[config.mk]
export PLATFORM = sky130hd
export DESIGN_NAME = packet_scheduler
export DESIGN_NICKNAME = d
export VERILOG_FILES = /design/src/rtl/hdmi_pkg.sv /design/src/rtl/sample_fifo.sv /design/src/rtl/packet_scheduler.sv
export SDC_FILE = /design/constraint.sdc
export NUM_CORES = 1
export LEC_CHECK = 0
export ABC_AREA = 1
export ABC_CLOCK_PERIOD_IN_PS = 5200
export BUFFER_PORTS_ARGS = -buffer_cell sky130_fd_sc_hd__buf_2
export CORE_AREA = 4 4 326 328
export CTS_CLUSTER_DIAMETER = 30
export DETAILED_ROUTE_END_ITERATION = 8
export DIE_AREA = 0 0 330 332
export PLACE_DENSITY = 0.52
export SYNTH_ARGS = -nofsm -noshare
export SYNTH_HDL_FRONTEND = slang
export SYNTH_SLANG_ARGS = --single-unit
[constraint.sdc]
create_clock -name clk_pixel -period 5.2 [get_ports clk_pixel]
set_input_delay 1.04 -clock clk_pixel [delete_from_list [all_inputs] [get_ports clk_pixel]]
set_output_delay 1.04 -clock clk_pixel [all_outputs]
set_load 0.005 [all_outputs]
[src/rtl/hdmi_pkg.sv]
`default_nettype none
// hdmi_pkg: packet-type codes, ASP layout encoding and subpacket payload type for the packet scheduler.
// Revision 1.0
package hdmi_pkg;

  localparam logic [7:0] PKT_NULL = 8'h00;
  localparam logic [7:0] PKT_ACR  = 8'h01;
  localparam logic [7:0] PKT_ASP  = 8'h02;
  localparam logic [7:0] PKT_AVI  = 8'h82;
  localparam logic [7:0] PKT_SPD  = 8'h83;
  localparam logic [7:0] PKT_AIF  = 8'h84;

  localparam int IEC_FRAME_MOD = 192;

  typedef enum logic {
    LAYOUT_2CH = 1'b0,
    LAYOUT_8CH = 1'b1
  } asp_layout_t;

  // Eight 24-bit lanes per subpacket; only lanes 0 and 1 ever carry audio.
  typedef struct packed {
    logic [7:0][23:0] lane;
  } asp_subpacket_t;

  function automatic logic [3:0] present_mask(input logic [2:0] frames);
    case (frames)
      3'd1:    present_mask = 4'b0001;
      3'd2:    present_mask = 4'b0011;
      3'd3:    present_mask = 4'b0111;
      3'd4:    present_mask = 4'b1111;
      default: present_mask = 4'b0000;
    endcase
  endfunction

  function automatic logic [2:0] present_count(input logic [3:0] present);
    present_count = 3'(present[0]) + 3'(present[1]) + 3'(present[2]) + 3'(present[3]);
  endfunction

endpackage
`default_nettype wire

[src/rtl/sample_fifo.sv]
`default_nettype none
// sample_fifo: synchronous FIFO with occupancy output and a four-entry head window popped up to four at a time.
// Revision 1.0
module sample_fifo #(
  parameter int WIDTH = 48,
  parameter int DEPTH = 8
) (
  input  logic                    clk,
  input  logic                    rst_n,
  input  logic                    push,
  input  logic [WIDTH-1:0]        push_data,
  input  logic [2:0]              pop_count,
  output logic [3:0][WIDTH-1:0]   head,
  output logic [$clog2(DEPTH):0]  level
);

  localparam int AW = $clog2(DEPTH);
  localparam int LW = AW + 1;

  logic [WIDTH-1:0] mem [DEPTH];
  logic [AW-1:0]    wr_ptr;
  logic [AW-1:0]    rd_ptr;

  always_ff @(posedge clk or negedge rst_n) begin
    if (!rst_n) begin
      wr_ptr <= '0;
      rd_ptr <= '0;
      level  <= '0;
    end else begin
      if (push) begin
        wr_ptr <= wr_ptr + AW'(1);
      end
      rd_ptr <= rd_ptr + AW'(pop_count);
      level  <= level + LW'(push) - LW'(pop_count);
    end
  end

  // Storage needs no reset: the pointers alone define which entries are valid.
  always_ff @(posedge clk) begin
    if (push) begin
      mem[wr_ptr] <= push_data;
    end
  end

  for (genvar k = 0; k < 4; k++) begin : g_head
    assign head[k] = mem[rd_ptr + AW'(k)];
  end

endmodule
`default_nettype wire

[src/rtl/packet_scheduler.sv]
`default_nettype none
// packet_scheduler: selects the HDMI data-island packet for each slot and packs buffered audio into ASPs.
// Revision 1.0
module packet_scheduler
  import hdmi_pkg::*;
#(
  parameter int AUDIO_BIT_WIDTH  = 16,
  parameter int CHANNELS         = 2,
  parameter int FIFO_DEPTH       = 8,
  parameter int INFOFRAME_PERIOD = 1,
  parameter int MAX_HOLD         = 4
) (
  input  logic                                clk_pixel,
  input  logic                                reset_n,
  input  logic                                video_field_end,
  input  logic                                packet_enable,
  input  logic [4:0]                          packet_pixel_counter,
  input  logic                                acr_req,
  input  logic                                sample_valid,
  output logic                                sample_ready,
  input  logic [CHANNELS*AUDIO_BIT_WIDTH-1:0] sample_word,
  output logic [7:0]                          packet_type,
  output asp_subpacket_t [3:0]                asp_word,
  output logic [3:0]                          asp_present,
  output logic                                asp_layout,
  output logic [7:0]                          frame_counter,
  output logic [$clog2(FIFO_DEPTH):0]         fifo_level
);

  localparam int LVL_W   = $clog2(FIFO_DEPTH) + 1;
  localparam int STORE_W = CHANNELS * 24;
  localparam asp_layout_t LAYOUT = (CHANNELS == 8) ? LAYOUT_8CH : LAYOUT_2CH;

  if (CHANNELS != 2 && CHANNELS != 8) begin : g_bad_channels
    $error("packet_scheduler: CHANNELS must be 2 or 8");
  end

  logic rst_sync;
  always_ff @(posedge clk_pixel or negedge reset_n) begin
    if (!reset_n) begin
      rst_sync <= 1'b0;
    end else begin
      rst_sync <= 1'b1;
    end
  end

  logic [STORE_W-1:0]       store_word;
  logic [3:0][STORE_W-1:0]  fifo_head;
  logic [2:0]               pop_count;
  logic                     push;

  for (genvar c = 0; c < CHANNELS; c++) begin : g_justify
    assign store_word[c*24 +: 24] =
      24'(sample_word[c*AUDIO_BIT_WIDTH +: AUDIO_BIT_WIDTH]) << (24 - AUDIO_BIT_WIDTH);
  end

  assign sample_ready = rst_sync && (fifo_level < LVL_W'(FIFO_DEPTH));
  assign push         = sample_valid && sample_ready;
  assign asp_layout   = LAYOUT;

  sample_fifo #(
    .WIDTH (STORE_W),
    .DEPTH (FIFO_DEPTH)
  ) u_fifo (
    .clk       (clk_pixel),
    .rst_n     (rst_sync),
    .push      (push),
    .push_data (store_word),
    .pop_count (pop_count),
    .head      (fifo_head),
    .level     (fifo_level)
  );

  logic       acr_pending;
  logic       aif_due;
  logic       avi_due;
  logic       spd_due;
  logic [1:0] field_cnt;
  logic [3:0] hold_count;

  logic field_tick;
  logic acr_eff;
  logic aif_eff;
  logic avi_eff;
  logic spd_eff;
  logic level_nz;
  logic level_ge4;
  logic asp_ok;
  logic [7:0] sel_type;
  logic [2:0] pop_frames;
  logic [3:0] present_sel;
  logic [2:0] carried;
  asp_subpacket_t [3:0] asp_next;

  // A field end arriving with a slot is folded into the due flags before selection.
  assign field_tick = video_field_end && (field_cnt == 2'(INFOFRAME_PERIOD - 1));
  assign acr_eff    = acr_pending || acr_req;
  assign aif_eff    = aif_due || field_tick;
  assign avi_eff    = avi_due || field_tick;
  assign spd_eff    = spd_due || field_tick;
  assign level_nz   = (fifo_level != '0);
  assign level_ge4  = (fifo_level >= LVL_W'(4));

  if (CHANNELS == 8) begin : g_layout8
    logic unused_head;
    assign unused_head = ^{fifo_head[3], fifo_head[2], fifo_head[1]};
    assign asp_ok      = level_nz;
    assign pop_frames  = 3'd1;
    assign present_sel = 4'b1111;
    assign carried     = 3'd1;
    always_comb begin
      asp_next = '0;
      for (int sp = 0; sp < 4; sp++) begin
        asp_next[sp].lane[0] = fifo_head[0][(2*sp)*24 +: 24];
        asp_next[sp].lane[1] = fifo_head[0][(2*sp+1)*24 +: 24];
      end
    end
  end else begin : g_layout2
    assign asp_ok      = level_ge4 || (level_nz && (hold_count >= 4'(MAX_HOLD)));
    assign pop_frames  = level_ge4 ? 3'd4 : fifo_level[2:0];
    assign present_sel = present_mask(pop_frames);
    assign carried     = present_count(asp_present);
    always_comb begin
      asp_next = '0;
      for (int sp = 0; sp < 4; sp++) begin
        if (present_sel[sp]) begin
          asp_next[sp].lane[0] = fifo_head[sp][23:0];
          asp_next[sp].lane[1] = fifo_head[sp][47:24];
        end
      end
    end
  end

  always_comb begin
    sel_type = PKT_NULL;
    if (acr_eff) begin
      sel_type = PKT_ACR;
    end else if (asp_ok) begin
      sel_type = PKT_ASP;
    end else if (aif_eff) begin
      sel_type = PKT_AIF;
    end else if (avi_eff) begin
      sel_type = PKT_AVI;
    end else if (spd_eff) begin
      sel_type = PKT_SPD;
    end
  end

  logic take_acr;
  logic take_asp;
  logic take_aif;
  logic take_avi;
  logic take_spd;

  assign take_acr  = packet_enable && (sel_type == PKT_ACR);
  assign take_asp  = packet_enable && (sel_type == PKT_ASP);
  assign take_aif  = packet_enable && (sel_type == PKT_AIF);
  assign take_avi  = packet_enable && (sel_type == PKT_AVI);
  assign take_spd  = packet_enable && (sel_type == PKT_SPD);
  assign pop_count = take_asp ? pop_frames : 3'd0;

  logic [8:0] fc_sum;
  logic [7:0] fc_next;
  assign fc_sum  = {1'b0, frame_counter} + 9'(carried);
  assign fc_next = (fc_sum >= 9'(IEC_FRAME_MOD)) ? 8'(fc_sum - 9'(IEC_FRAME_MOD)) : fc_sum[7:0];

  always_ff @(posedge clk_pixel or negedge rst_sync) begin
    if (!rst_sync) begin
      packet_type   <= PKT_NULL;
      asp_present   <= 4'b0000;
      asp_word      <= '0;
      frame_counter <= 8'd0;
      hold_count    <= 4'd0;
      acr_pending   <= 1'b0;
      aif_due       <= 1'b1;
      avi_due       <= 1'b1;
      spd_due       <= 1'b1;
      field_cnt     <= 2'd0;
    end else begin
      if (video_field_end) begin
        field_cnt <= field_tick ? 2'd0 : field_cnt + 2'd1;
      end
      // A new request landing on the slot that serves an older one stays pending.
      acr_pending <= take_acr ? (acr_pending && acr_req) : acr_eff;
      aif_due     <= aif_eff && !take_aif;
      avi_due     <= avi_eff && !take_avi;
      spd_due     <= spd_eff && !take_spd;

      if (packet_enable) begin
        packet_type <= sel_type;
        if (take_asp) begin
          asp_present <= present_sel;
          asp_word    <= asp_next;
          hold_count  <= 4'd0;
        end else begin
          asp_present <= 4'b0000;
          asp_word    <= '0;
          if (level_nz && !level_ge4 && (hold_count != 4'hF)) begin
            hold_count <= hold_count + 4'd1;
          end
        end
      end

      if ((packet_pixel_counter == 5'd31) && (packet_type == PKT_ASP)) begin
        frame_counter <= fc_next;
      end
    end
  end

endmodule
`default_nettype wire

# --- After elaboration in Yosys (flattened, before gate mapping) ---
# Memories as Yosys holds them, arrays and structs flattened.
# Cells that the tools add are included.
word_totals:
  register_bits: 809
  latchBits: 0
  ram_bits: 256
  rom_bits: 0
  inputBits: 43
  out_inout_bits: 794
  wordCells: 126
  memories: 1
classes:
  addsub: 14
  n_mul: 0
  n_div: 0
  order_cmp: 4
  n_eq_ne: 12
  shift: 0
  n_mux: 21
  n_bitwise: 0
  n_reduce_logical: 29
memory_table:
  columns: ["name", "words", "word_bits", "read_ports", "rd_ports_with_merged_regs", "write_ports", "line", "text"]
  rows:
  - ["u_fifo.mem", 8, 32, 4, 0, 1, "sample_fifo.sv:20", "logic [WIDTH-1:0] mem [DEPTH];"]
ops:
  columns: ["cell", "count"]
  rows:
  - ["$mux W624", 1]
  - ["$mux W48", 4]
  - ["$mux W8", 6]
  - ["$eq A8 B8 Y1 const B", 3]
  - ["$eq A8 B2 Y1 const B", 2]
  - ["$logic_and A1 B1 Y1", 16]
  - ["$pmux W4 S4", 1]
  - ["$mux W4", 3]
  - ["$add A8 B3 Y9", 1]
  - ["$ge A9 B8 Y1 const B", 1]
  - ["$eq A8 B1 Y1 const B", 1]
  - ["$ge A4 B3 Y1 const B", 2]
  - ["$sub A8 B8 Y8 const B", 1]
  - ["$add A3 B1 Y3 const B", 2]
  - ["$add A3 B2 Y3 const B", 2]
  - ["$eq A3 B2 Y1 const B", 2]
  - ["$mux W3", 2]
  - ["$eq A5 B5 Y1 const B", 1]
  - ["$logic_or A1 B1 Y1", 5]
  - ["$add A4 B1 Y4", 1]
  - ["$add A4 B1 Y4 const B", 1]
  - ["$logic_not A1 Y1", 4]
  - ["$lt A4 B4 Y1 const B", 1]
  - ["$ne A4 B4 Y1 const B", 1]
  - ["other kinds (14)", 16]

# --- Depth between registers and ports, before layout ---
# Gate-level depths: netlist (run 1).
depth:
  ltp_word: 12
  ltp_mapped: 19
  ltp_nobuf: 19

# --- Modules after synthesis ---
# A second synthesis (run 1) with hierarchy kept.
unflattened:
  cells_unflattened: 5067
  area_unflattened_um2: 37883.8
by_module_without_submodules:
  columns: ["module", "instances", "cells_each", "area_per_inst_um2", "seq_area_each_um2"]
  rows:
  - ["sample_fifo", 1, 3432, 24448.4, 11781.3]
  - ["packet_scheduler", 1, 1635, 13435.4, 5484.0]

# --- Worst setup path after synthesis (run 1) ---
# No wires, ideal clock.
synth_path:
  kind: "register to register"
  start: "register rst_sync"
  end: "memory u_fifo.mem[0][0] in the netlist's numbering (enable)"
  arrival_time_ns: 6.036
  required_time_ns: 4.779
  slack_ns: -1.257
  path_stages_with_launch: 6
  path_cell_list: "dfrtp_1 inv_1 nor2_1 nand2_1 or2_2 nor2_1"
synth_between:
  elab_chain_cells: 4
synth_lines:
  columns: ["element", "line", "text"]
  rows:
  - ["start, declared", "packet_scheduler.sv:38", "logic rst_sync;"]
  - ["start signal, assigned", "packet_scheduler.sv:41", "rst_sync <= 1'b0;"]
  - ["start signal, assigned", "packet_scheduler.sv:43", "rst_sync <= 1'b1;"]
  - ["$logic_and A1 B1 Y1", "packet_scheduler.sv:57", "assign sample_ready = rst_sync && (fifo_level < LVL_W'(FIFO_DEPTH));"]
  - ["named net sample_ready", "packet_scheduler.sv:20", "output logic sample_ready,"]
  - ["$logic_and A1 B1 Y1", "packet_scheduler.sv:58", "assign push = sample_valid && sample_ready;"]
  - ["$mux W1", "sample_fifo.sv:40", "if (push) begin"]
  - ["$mux W1 (implied by the code)", "sample_fifo.sv:41", "mem[wr_ptr] <= push_data;"]
  - ["end, declared", "sample_fifo.sv:20", null]
# The timed path passes the listed nets, and every way through them passes these cells.

# --- Final worst setup path (run 1) ---
layout_path:
  start: "register asp_present[0]"
  end: "register frame_counter[6]"
layout_between:
  elab_chain_cells: 6
  word_cells_on_any_way: 7
layout_lines:
  columns: ["element", "line", "text"]
  rows:
  - ["start, declared", "packet_scheduler.sv:24", "output logic [3:0] asp_present,"]
  - ["start signal, assigned", "packet_scheduler.sv:192", "asp_present <= present_sel;"]
  - ["$add A1 B1 Y2 (*)", "hdmi_pkg.sv:36", "present_count = 3'(present[0]) + 3'(present[1]) + 3'(present[2]) + 3'(present[3]);"]
  - ["$add A2 B1 Y3 (*)", "hdmi_pkg.sv:36", null]
  - ["$add A3 B1 Y3 (*)", "hdmi_pkg.sv:36", null]
  - ["$add A8 B3 Y9 (*)", "packet_scheduler.sv:164", "assign fc_sum = {1'b0, frame_counter} + 9'(carried);"]
  - ["$sub A8 B8 Y8 or $ge A9 B8 Y1 (tied branches)", "packet_scheduler.sv:165", "assign fc_next = (fc_sum >= 9'(IEC_FRAME_MOD)) ? 8'(fc_sum - 9'(IEC_FRAME_MOD)) : fc_sum[7:0];"]
  - ["$mux W8 (*)", "packet_scheduler.sv:165", null]
  - ["end signal, assigned", "packet_scheduler.sv:205", "frame_counter <= fc_next;"]
  - ["end, declared", "packet_scheduler.sv:26", "output logic [7:0] frame_counter,"]
# Mark *: on every way between the ends. The rest lies on a longest branch, timed or not.
# A chain may end at the register's enable or synchronous reset.

==> run_results.csv, run 1 <==
group,metric,value,unit
global_routing,gr-total-overflow,0,
placement,dpl.hpwl,56820,um
floorplan,io-pin-count,837,
global_routing,grt_max_degree,148,
detailed_routing,first_pass_iters,7,
clock_network,cts_buffer_depth,3,
synth,synth_adder_area_share,0.01024,
sta,finClkSkew,0.01872,ns
layout,area_delta_synth_final,10.31,%
floorplan,rows,118,
sta,fin_tns_setup,0,ns
sta,layout_min_cycle_time,3.334,ns
status,outcome,"completed",
sta,finalSetupViolCount,0,
detailed_routing,drcViolationCount,0,
sta,rsz0062_at_grt,"no",
critical_path,critPathMaxFanout,5,
power,p_leak,0.01312,uW
sta,finalHoldViolCount,0,
placement,gp_congestion,0.8080,
sta,finalCritPeriodShare,0.6411,
critical_path,startpoint,"asp_present[0]$_DFFE_PN0P_",
placement,dpl.cell_count,4469,
clock_network,cts_setup_buffers,0,
synth,yosysSeqAreaShare,0.4606,
synth,synth_edf_count,256,
clock_network,cts_resized,0,
clock_network,postCtsHoldBufs,0,
critical_path,worst-setup-path-type,"flip-flop to flip-flop",
power,peakVddDrop,374.6,uV
clock_network,clk_pin_slew,0.06,ns
detailed_routing,antenna_left,0,
layout,final_layout_size_suffix_gt1_frac,0.1298,
floorplan,die-area,109600,um2
critical_path,cp.arrival,3.79,ns
placement,portBuffers,191,
synth,ys.flop_type,"edfxtp_1",
global_routing,grt.total_usage,0.1440,
clock_network,cts_buffers,76,
global_routing,grt_pass1_wl,117900,um
critical_path,ff2ff_path_depth,19,
detailed_routing,viasPerCell,4.094,
clock_network,clk_latency,0.60,ns
clock_network,cts_tree,"built",
critical_path,timing.rr.start,"asp_present[0]$_DFFE_PN0P_",
synth,synth-xor-area-share,0.004437,
sta,tightest_slew,1.049,ns
synth,synth_cell_type_count,48,
clock_network,htreeDepth,3,
clock_network,root_buffer,"clkbuf_16",
floorplan,die_h,332,um
sta,slew_violations,0,
layout,fin_nets,3228,
synth,ys_ff_latch,421,
floorplan,die_x,330,um
synth,ys_warn_count,0,
layout,layout.cells.non_filler,4615,
power,p_per_area,600.4,nW/um2
critical_path,crit_path_end,"frame_counter[6]$_DFFE_PN0P_",
detailed_routing,vias,18893,
critical_path,worstPathRequired,5.66,ns
global_routing,grt_pass1_vias,17222,
detailed_routing,routed_wirelength,83180,um
worst_hold_path,min_path_type,"flip-flop to asynchronous set/reset pin",
critical_path,rrSetupSlack,1.87,ns
synth,synth_top_family_by_area,"buffers and inverters",
critical_path,r2r-end,"frame_counter[6]$_DFFE_PN0P_",
detailed_routing,drt_iter0_markers,1355,
job,maxCapViolCount,0,
synth,avgSynthCellArea,8.501,um2
floorplan,start_util,0.2487,
critical_path,crit_path_start_kind,"flip-flop",
floorplan,core-area,103200,um2
sta,relSlewSlack,0.3010,
layout,layout_commonest_cell,"nand2_1",
synth,netlist_area,25660,um2
synth,syn_inst,3019,
synth,async_reset_ff_frac,0.3919,
synth,yosys-mux-area-fraction,0.001999,
clock_network,cts_sinks,421,
sta,max_freq,299.9,MHz
global_routing,antenna_found_initial,19,
synth,synth-compound-area-share,0.1214,
synth,synth-simple-area-share,0.1603,
critical_path,worst_setup_path_end_kind,"flip-flop",
detailed_routing,wl_per_cell,18.02,um
layout,layout_common_cells,"nand2_1, conb_1, o21ai_0",
## cell families after synthesis
| group | count (synthesis) |
|---|---|
| flip-flops | 421 |
| AO/OA/AOI/OAI | 578 |
| XOR/XNOR | 10 |
| buffers and inverters | 963 |
| multiplexers | 5 |
| AND/OR/NAND/NOR | 1022 |
| adder cells (fa/ha/maj) | 18 |
| other | 2 |
## layer usage
metal / GRT usage / up-vias / wire length (um)
met4: 0.05056 / 24 / 2756
met3: 0.06231 / 171 / 9886
met5: 0 / - / 161
met2: 0.2344 / 837 / 38210
li1: - / 8980 / -
met1: 0.1690 / 8881 / 32160
## synth_stat cells (24+ instances only)
cell | n | area, um2
a21oi_1 | 27 | 135.1
buf_2 | 60 | 300.3
buf_4 | 657 | 4932
clkbuf_1 | 73 | 274.0
dfrtp_1 | 162 | 4054
edfxtp_1 | 256 | 7687
inv_1 | 159 | 596.8
nand2_1 | 743 | 2789
nand3_1 | 91 | 455.4
nor2_1 | 135 | 506.7
o21ai_0 | 400 | 2002
o21ai_1 | 24 | 120.1
o22ai_1 | 74 | 462.9
o31ai_1 | 30 | 225.2
or2_2 | 30 | 187.7
## area by class of cell
cell class                      count  area, um2
Antenna cell                        6      15.01
Tap cell                         1380       1727
Multi-Input combinational cell   2279      10190
Sequential cell                   421      11830
Inverter                          167      633.1
Clock inverter                     56      644.4
Fill cell                       10960      74890
Timing Repair Buffer              222       1239
Clock buffer                       84       2038
## state kept, by name, indices dropped and copies added, names as in the netlist, 2 cells and up
| name | flops |
|---|---|
| asp_present | 4 |
| asp_word | 128 |
| field_cnt | 2 |
| frame_counter | 8 |
| hold_count | 4 |
| packet_type | 4 |
| u_fifo.level | 4 |
| u_fifo.mem | 256 |
| u_fifo.rd_ptr | 3 |
| u_fifo.wr_ptr | 3 |
## power breakdown
part / total, uW / internal (uW) / switching (uW)
Clock: 5220 / 3370 / 1850
Sequential: 4600 / 4110 / 489
Combinational: 7170 / 2030 / 5140
Total: 17000 / 9520 / 7480
## per-stage QoR
stage / hold slack, ns / util / setup slack [ns] / instance area [um2] / power, uW
2_1_floorplan: 0.4724 / - / 0.4343 / 28080 / 9232
3_3_place_gp: 0.2242 / 0.2482 / 1.703 / 25610 / 11820
3_5_place_dp: 0.2286 / 0.2482 / 1.647 / 25610 / 11840
4_1_cts: 0.1943 / 0.2742 / 1.822 / 28290 / 17110
5_1_grt: 0.2045 / 0.2742 / 1.459 / 28290 / 18090
6_report: 0.2130 / 0.2743 / 1.866 / 28310 / 17000
## how the worst min path moves through the flow
stage	endpoint	depth (start not counted)
finish	u_fifo.wr_ptr[0]$_DFFE_PN0P_	0
global route	rst_sync$_DFF_PN0_	1
CTS	rst_sync$_DFF_PN0_	1
detailed placement	frame_counter[0]$_DFFE_PN0P_	0
global placement	frame_counter[0]$_DFFE_PN0P_	0
floorplan	asp_word[200]$_DFFE_PN0P_	2
## critical path: stages (launching register included)
cell and delay [ns]:
dfrtp_1 0.42, fa_1 0.55, inv_1 0.07, fa_1 0.35, inv_1 0.12, fa_1 0.30
nand2_1 0.09, nor2_1 0.11, nor2_1 0.05, nor2_1 0.20, ha_1 0.21, inv_1 0.04
nor2_1 0.09, nand2_1 0.05, nor2_1 0.10, nand3_1 0.14, nand2_1 0.09, nand2_1 0.05
nand3_1 0.06, o21ai_0 0.07
Power figures use the tool's default switching activity.
==> inputs of run 2 (changes only) <==
==> config.mk (replaced) <==
export PLATFORM = sky130hd
export DESIGN_NAME = packet_scheduler
export DESIGN_NICKNAME = d
export VERILOG_FILES = /design/src/rtl/hdmi_pkg.sv /design/src/rtl/sample_fifo.sv /design/src/rtl/packet_scheduler.sv
export SDC_FILE = /design/constraint.sdc
export NUM_CORES = 1
export LEC_CHECK = 0
export ABC_AREA = 0
export ABC_CLOCK_PERIOD_IN_PS = 3500
export BUFFER_PORTS_ARGS = -buffer_cell sky130_fd_sc_hd__buf_2
export CORE_AREA = 4 4 327 329
export CTS_CLUSTER_DIAMETER = 30
export DETAILED_ROUTE_END_ITERATION = 8
export DIE_AREA = 0 0 331 333
export PLACE_DENSITY = 0.5
export SYNTH_ARGS = -nofsm -noshare
export SYNTH_HDL_FRONTEND = slang
export SYNTH_SLANG_ARGS = --single-unit
==> constraint.sdc (replaced) <==
create_clock -name clk_pixel -period 3.5 [get_ports clk_pixel]
set_input_delay 0.7 -clock clk_pixel [delete_from_list [all_inputs] [get_ports clk_pixel]]
set_output_delay 0.7 -clock clk_pixel [all_outputs]
set_load 0.005 [all_outputs]
==> run_results.csv, run 2 <==
group,metric,value,unit
critical_path,ff2ff_path_depth,12,
global_routing,grt_max_degree,135,
floorplan,die_h,333,um
synth,avgSynthCellArea,14.15,um2
worst_hold_path,min_from,"sample_word[25]",
detailed_routing,antenna_left,0,
layout,final_layout_size_suffix_gt1_frac,0.2978,
critical_path,crit_path_top_delay_cell,"fa_1",
critical_path,startpoint,"asp_present[0]$_DFFE_PN0P_",
critical_path,rrSetupSlack,0.37,ns
critical_path,critPathTopFamily,"adder cells",
critical_path,worst-setup-path-type,"flip-flop to flip-flop",
clock_network,cts_sinks,421,
global_routing,antenna_found_initial,12,
sta,finalHoldViolCount,0,
layout,area_delta_synth_final,12.14,%
worst_hold_path,hold_path_depth,1,
placement,dpl.hpwl,46600,um
sta,finalSetupViolCount,0,
synth,async_reset_ff_frac,0.3919,
sta,rsz0062_at_grt,"no",
power,intPower,15520,uW
layout,largest_reg_flops,256,
critical_path,path_cells,"fa_1, inv_1, fa_1, nor2b_1, o21a_1, nand3_1, xnor2_1, ha_1, and4b_1, o21ai_0, mux2_2, nand3_1",
floorplan,io-pin-count,837,
synth,syn_inst,1821,
placement,place_area,26150,um2
critical_path,worst_setup_path_end_kind,"flip-flop",
global_routing,grt_pass1_wl,100000,um
sta,relSlewSlack,0.2814,
critical_path,cp.arrival,3.66,ns
detailed_routing,routed_wirelength,69160,um
critical_path,worstPathRequired,4.03,ns
clock_network,cts_tree,"built",
synth,netlist_area,25770,um2
clock_network,htreeDepth,3,
global_routing,grt.total_usage,0.1204,
power,p_seq_frac,0.277,
layout,largest_registers,"u_fifo.mem: 256 flops, asp_word: 128 flops, frame_counter: 8 flops",
detailed_routing,drt_iter0_markers,811,
synth,synth_area_leader_cell,"edfxtp_1",
power,p_per_area,831.9,nW/um2
critical_path,timing.rr.start,"asp_present[0]$_DFFE_PN0P_",
power,peakVddDrop,722.6,uV
power,power_frac_comb,0.401,
floorplan,die_x,331,um
detailed_routing,vias,14221,
critical_path,slowest_delay,0.54,ns
critical_path,critPathMaxFanout,4,
layout,layout_common_cells,"conb_1, edfxtp_1, mux4_2",
global_routing,gr-total-overflow,0,
detailed_routing,drcViolationCount,0,
critical_path,path_buf_inv,1,
floorplan,die-area,110200,um2
power,power_switching,8515,uW
detailed_routing,wl_per_cell,19.85,um
synth,ys_warn_count,0,
synth,synthTopCellsByCount,"buf_4, edfxtp_1, mux4_2, dfrtp_1, mux2i_1",
power,p_leak,0.01204,uW
clock_network,clk_latency,0.63,ns
global_routing,grt_pass1_vias,14575,
worst_hold_path,min_path_type,"primary input to flip-flop",
layout,final_area,28900,um2
detailed_routing,viasPerCell,4.082,
layout,final_util,0.2792,
floorplan,rows,118,
floorplan,start_util,0.2490,
synth,synth_cell_type_count,57,
critical_path,cp.depth,12,
synth,synth_top_area_share,0.2983,
detailed_routing,first_pass_iters,5,
sta,slew_violations,0,
status,outcome,"completed",
sta,tightest_slew,1.078,ns
job,maxCapViolCount,0,
critical_path,r2r-end,"frame_counter[6]$_DFFE_PN0P_",
layout,layout.cells.non_filler,3484,
synth,ys.flop_type,"edfxtp_1",
power,power_frac_clock,0.322,
clock_network,root_buffer,"clkbuf_16",
synth,ys_ff_latch,421,
clock_network,cts_buffer_depth,3,
sta,finClkSkew,0.03629,ns
layout,layout_commonest_cell,"conb_1",
clock_network,cts_buffers,80,
layout,top_register,"u_fifo.mem",
sta,fin_tns_setup,0,ns
synth,synth.area.top_cells,"edfxtp_1, mux4_2, buf_4, dfrtp_1, mux2i_1",
sta,finalCritPeriodShare,0.8947,
placement,portBuffers,191,
synth,yosysSeqAreaShare,0.4587,
placement,gp_congestion,0.7442,
critical_path,crit_path_start_kind,"flip-flop",
clock_network,clk_pin_slew,0.06,ns
sta,layout_min_cycle_time,3.132,ns
synth,synth_edf_count,256,
worst_hold_path,hold_end,"u_fifo.mem[2][25]$_DFFE_PP_",
layout,fin_nets,2095,
synth,yosysMostFrequentCell,"buf_4",
floorplan,core-area,103500,um2
power,switching_share,0.3542,
sta,max_freq,319.3,MHz
placement,dpl.cell_count,3331,
==> run 2: cell types whose count changed after synthesis, moves of 28 or more <==
cell	change
inv_1	-142
o31ai_1	-28
o22ai_1	-73
o2bb2ai_1	+128
o21ai_0	-388
clkbuf_1	-38
or2_2	-30
nand2_1	-718
mux4_2	+224
mux2i_1	+127
nor2_1	-117
nand3_1	-82
==> run 2: repair_timing <==
action,in CTS,in global routing
setup buffers,0,0
hold endpoints to repair,1,0
hold buffers,1,0
resized for setup,0,0
==> run 2: how the worst max path moves through the flow <==
stage / end / slack [ns]
floorplan: u_fifo.mem[6][0]$_DFFE_PP_ / -0.04
global placement: frame_counter[6]$_DFFE_PN0P_ / 0.38
detailed placement: frame_counter[6]$_DFFE_PN0P_ / 0.36
CTS: frame_counter[6]$_DFFE_PN0P_ / 0.36
global route: frame_counter[6]$_DFFE_PN0P_ / 0.16
finish: frame_counter[6]$_DFFE_PN0P_ / 0.37
==> run 2: area by class of cell <==
type | instances | area (um2)
Fill cell | 10464 | 74600
Tap cell | 1380 | 1727
Clock inverter | 60 | 678.2
Antenna cell | 5 | 12.51
Multi-Input combinational cell | 1285 | 11170
Timing Repair Buffer | 227 | 1354
Inverter | 19 | 73.82
Clock buffer | 87 | 2049
Sequential cell | 421 | 11840
==> run 2: cells by family after synthesis <==
family / share of synthesized area
and+or+nand+nor: 0.01437
xor gates and xnor gates: 0.007381
adders and majority gates: 0.01059
muxes: 0.2480
DFF: 0.4587
AOI/OAI and AO/OA: 0.05312
buffers and inverters: 0.2076
other: 0.0002914
==> run 2: power by group through the flow <==
stage          sequential (uW)  clock, uW  combinational [uW]
6_report                  6660       7750                9630
5_1_grt                   6750       8180               10500
4_1_cts                   6670       7920                9860
3_5_place_dp              6750          0                9820
3_3_place_gp              6730          0                9750
2_1_floorplan             6560          0                7350
==> run 2: routing by layer <==
layer,part of all wire,track usage,vias to the layer above
li1,-,-,6031
met1,0.35,0.1323,7434
met2,0.52,0.2124,633
met3,0.098,0.04122,113
met4,0.033,0.04831,10
met5,0.00098,0,-
==> run 2: metrics by stage <==
step / hold slack, ns / setup WS [ns] / total power [uW]
after CTS: 0.3120 / 0.3639 / 24450
final: 0.3499 / 0.3685 / 24040
after global routing: 0.3409 / 0.1625 / 25390
after global placement: 0.4715 / 0.3780 / 16480
after floorplan: 0.4044 / -0.03962 / 13910
after detailed placement: 0.4676 / 0.3607 / 16570
==> run 2: worst reg2reg max path, stage by stage (launching register included) <==
cell	delay (ns)
dfrtp_1	0.41
fa_1	0.54
inv_1	0.05
fa_1	0.38
nor2b_1	0.23
o21a_1	0.18
nand3_1	0.11
xnor2_1	0.16
ha_1	0.20
and4b_1	0.16
o21ai_0	0.16
mux2_2	0.40
nand3_1	0.08
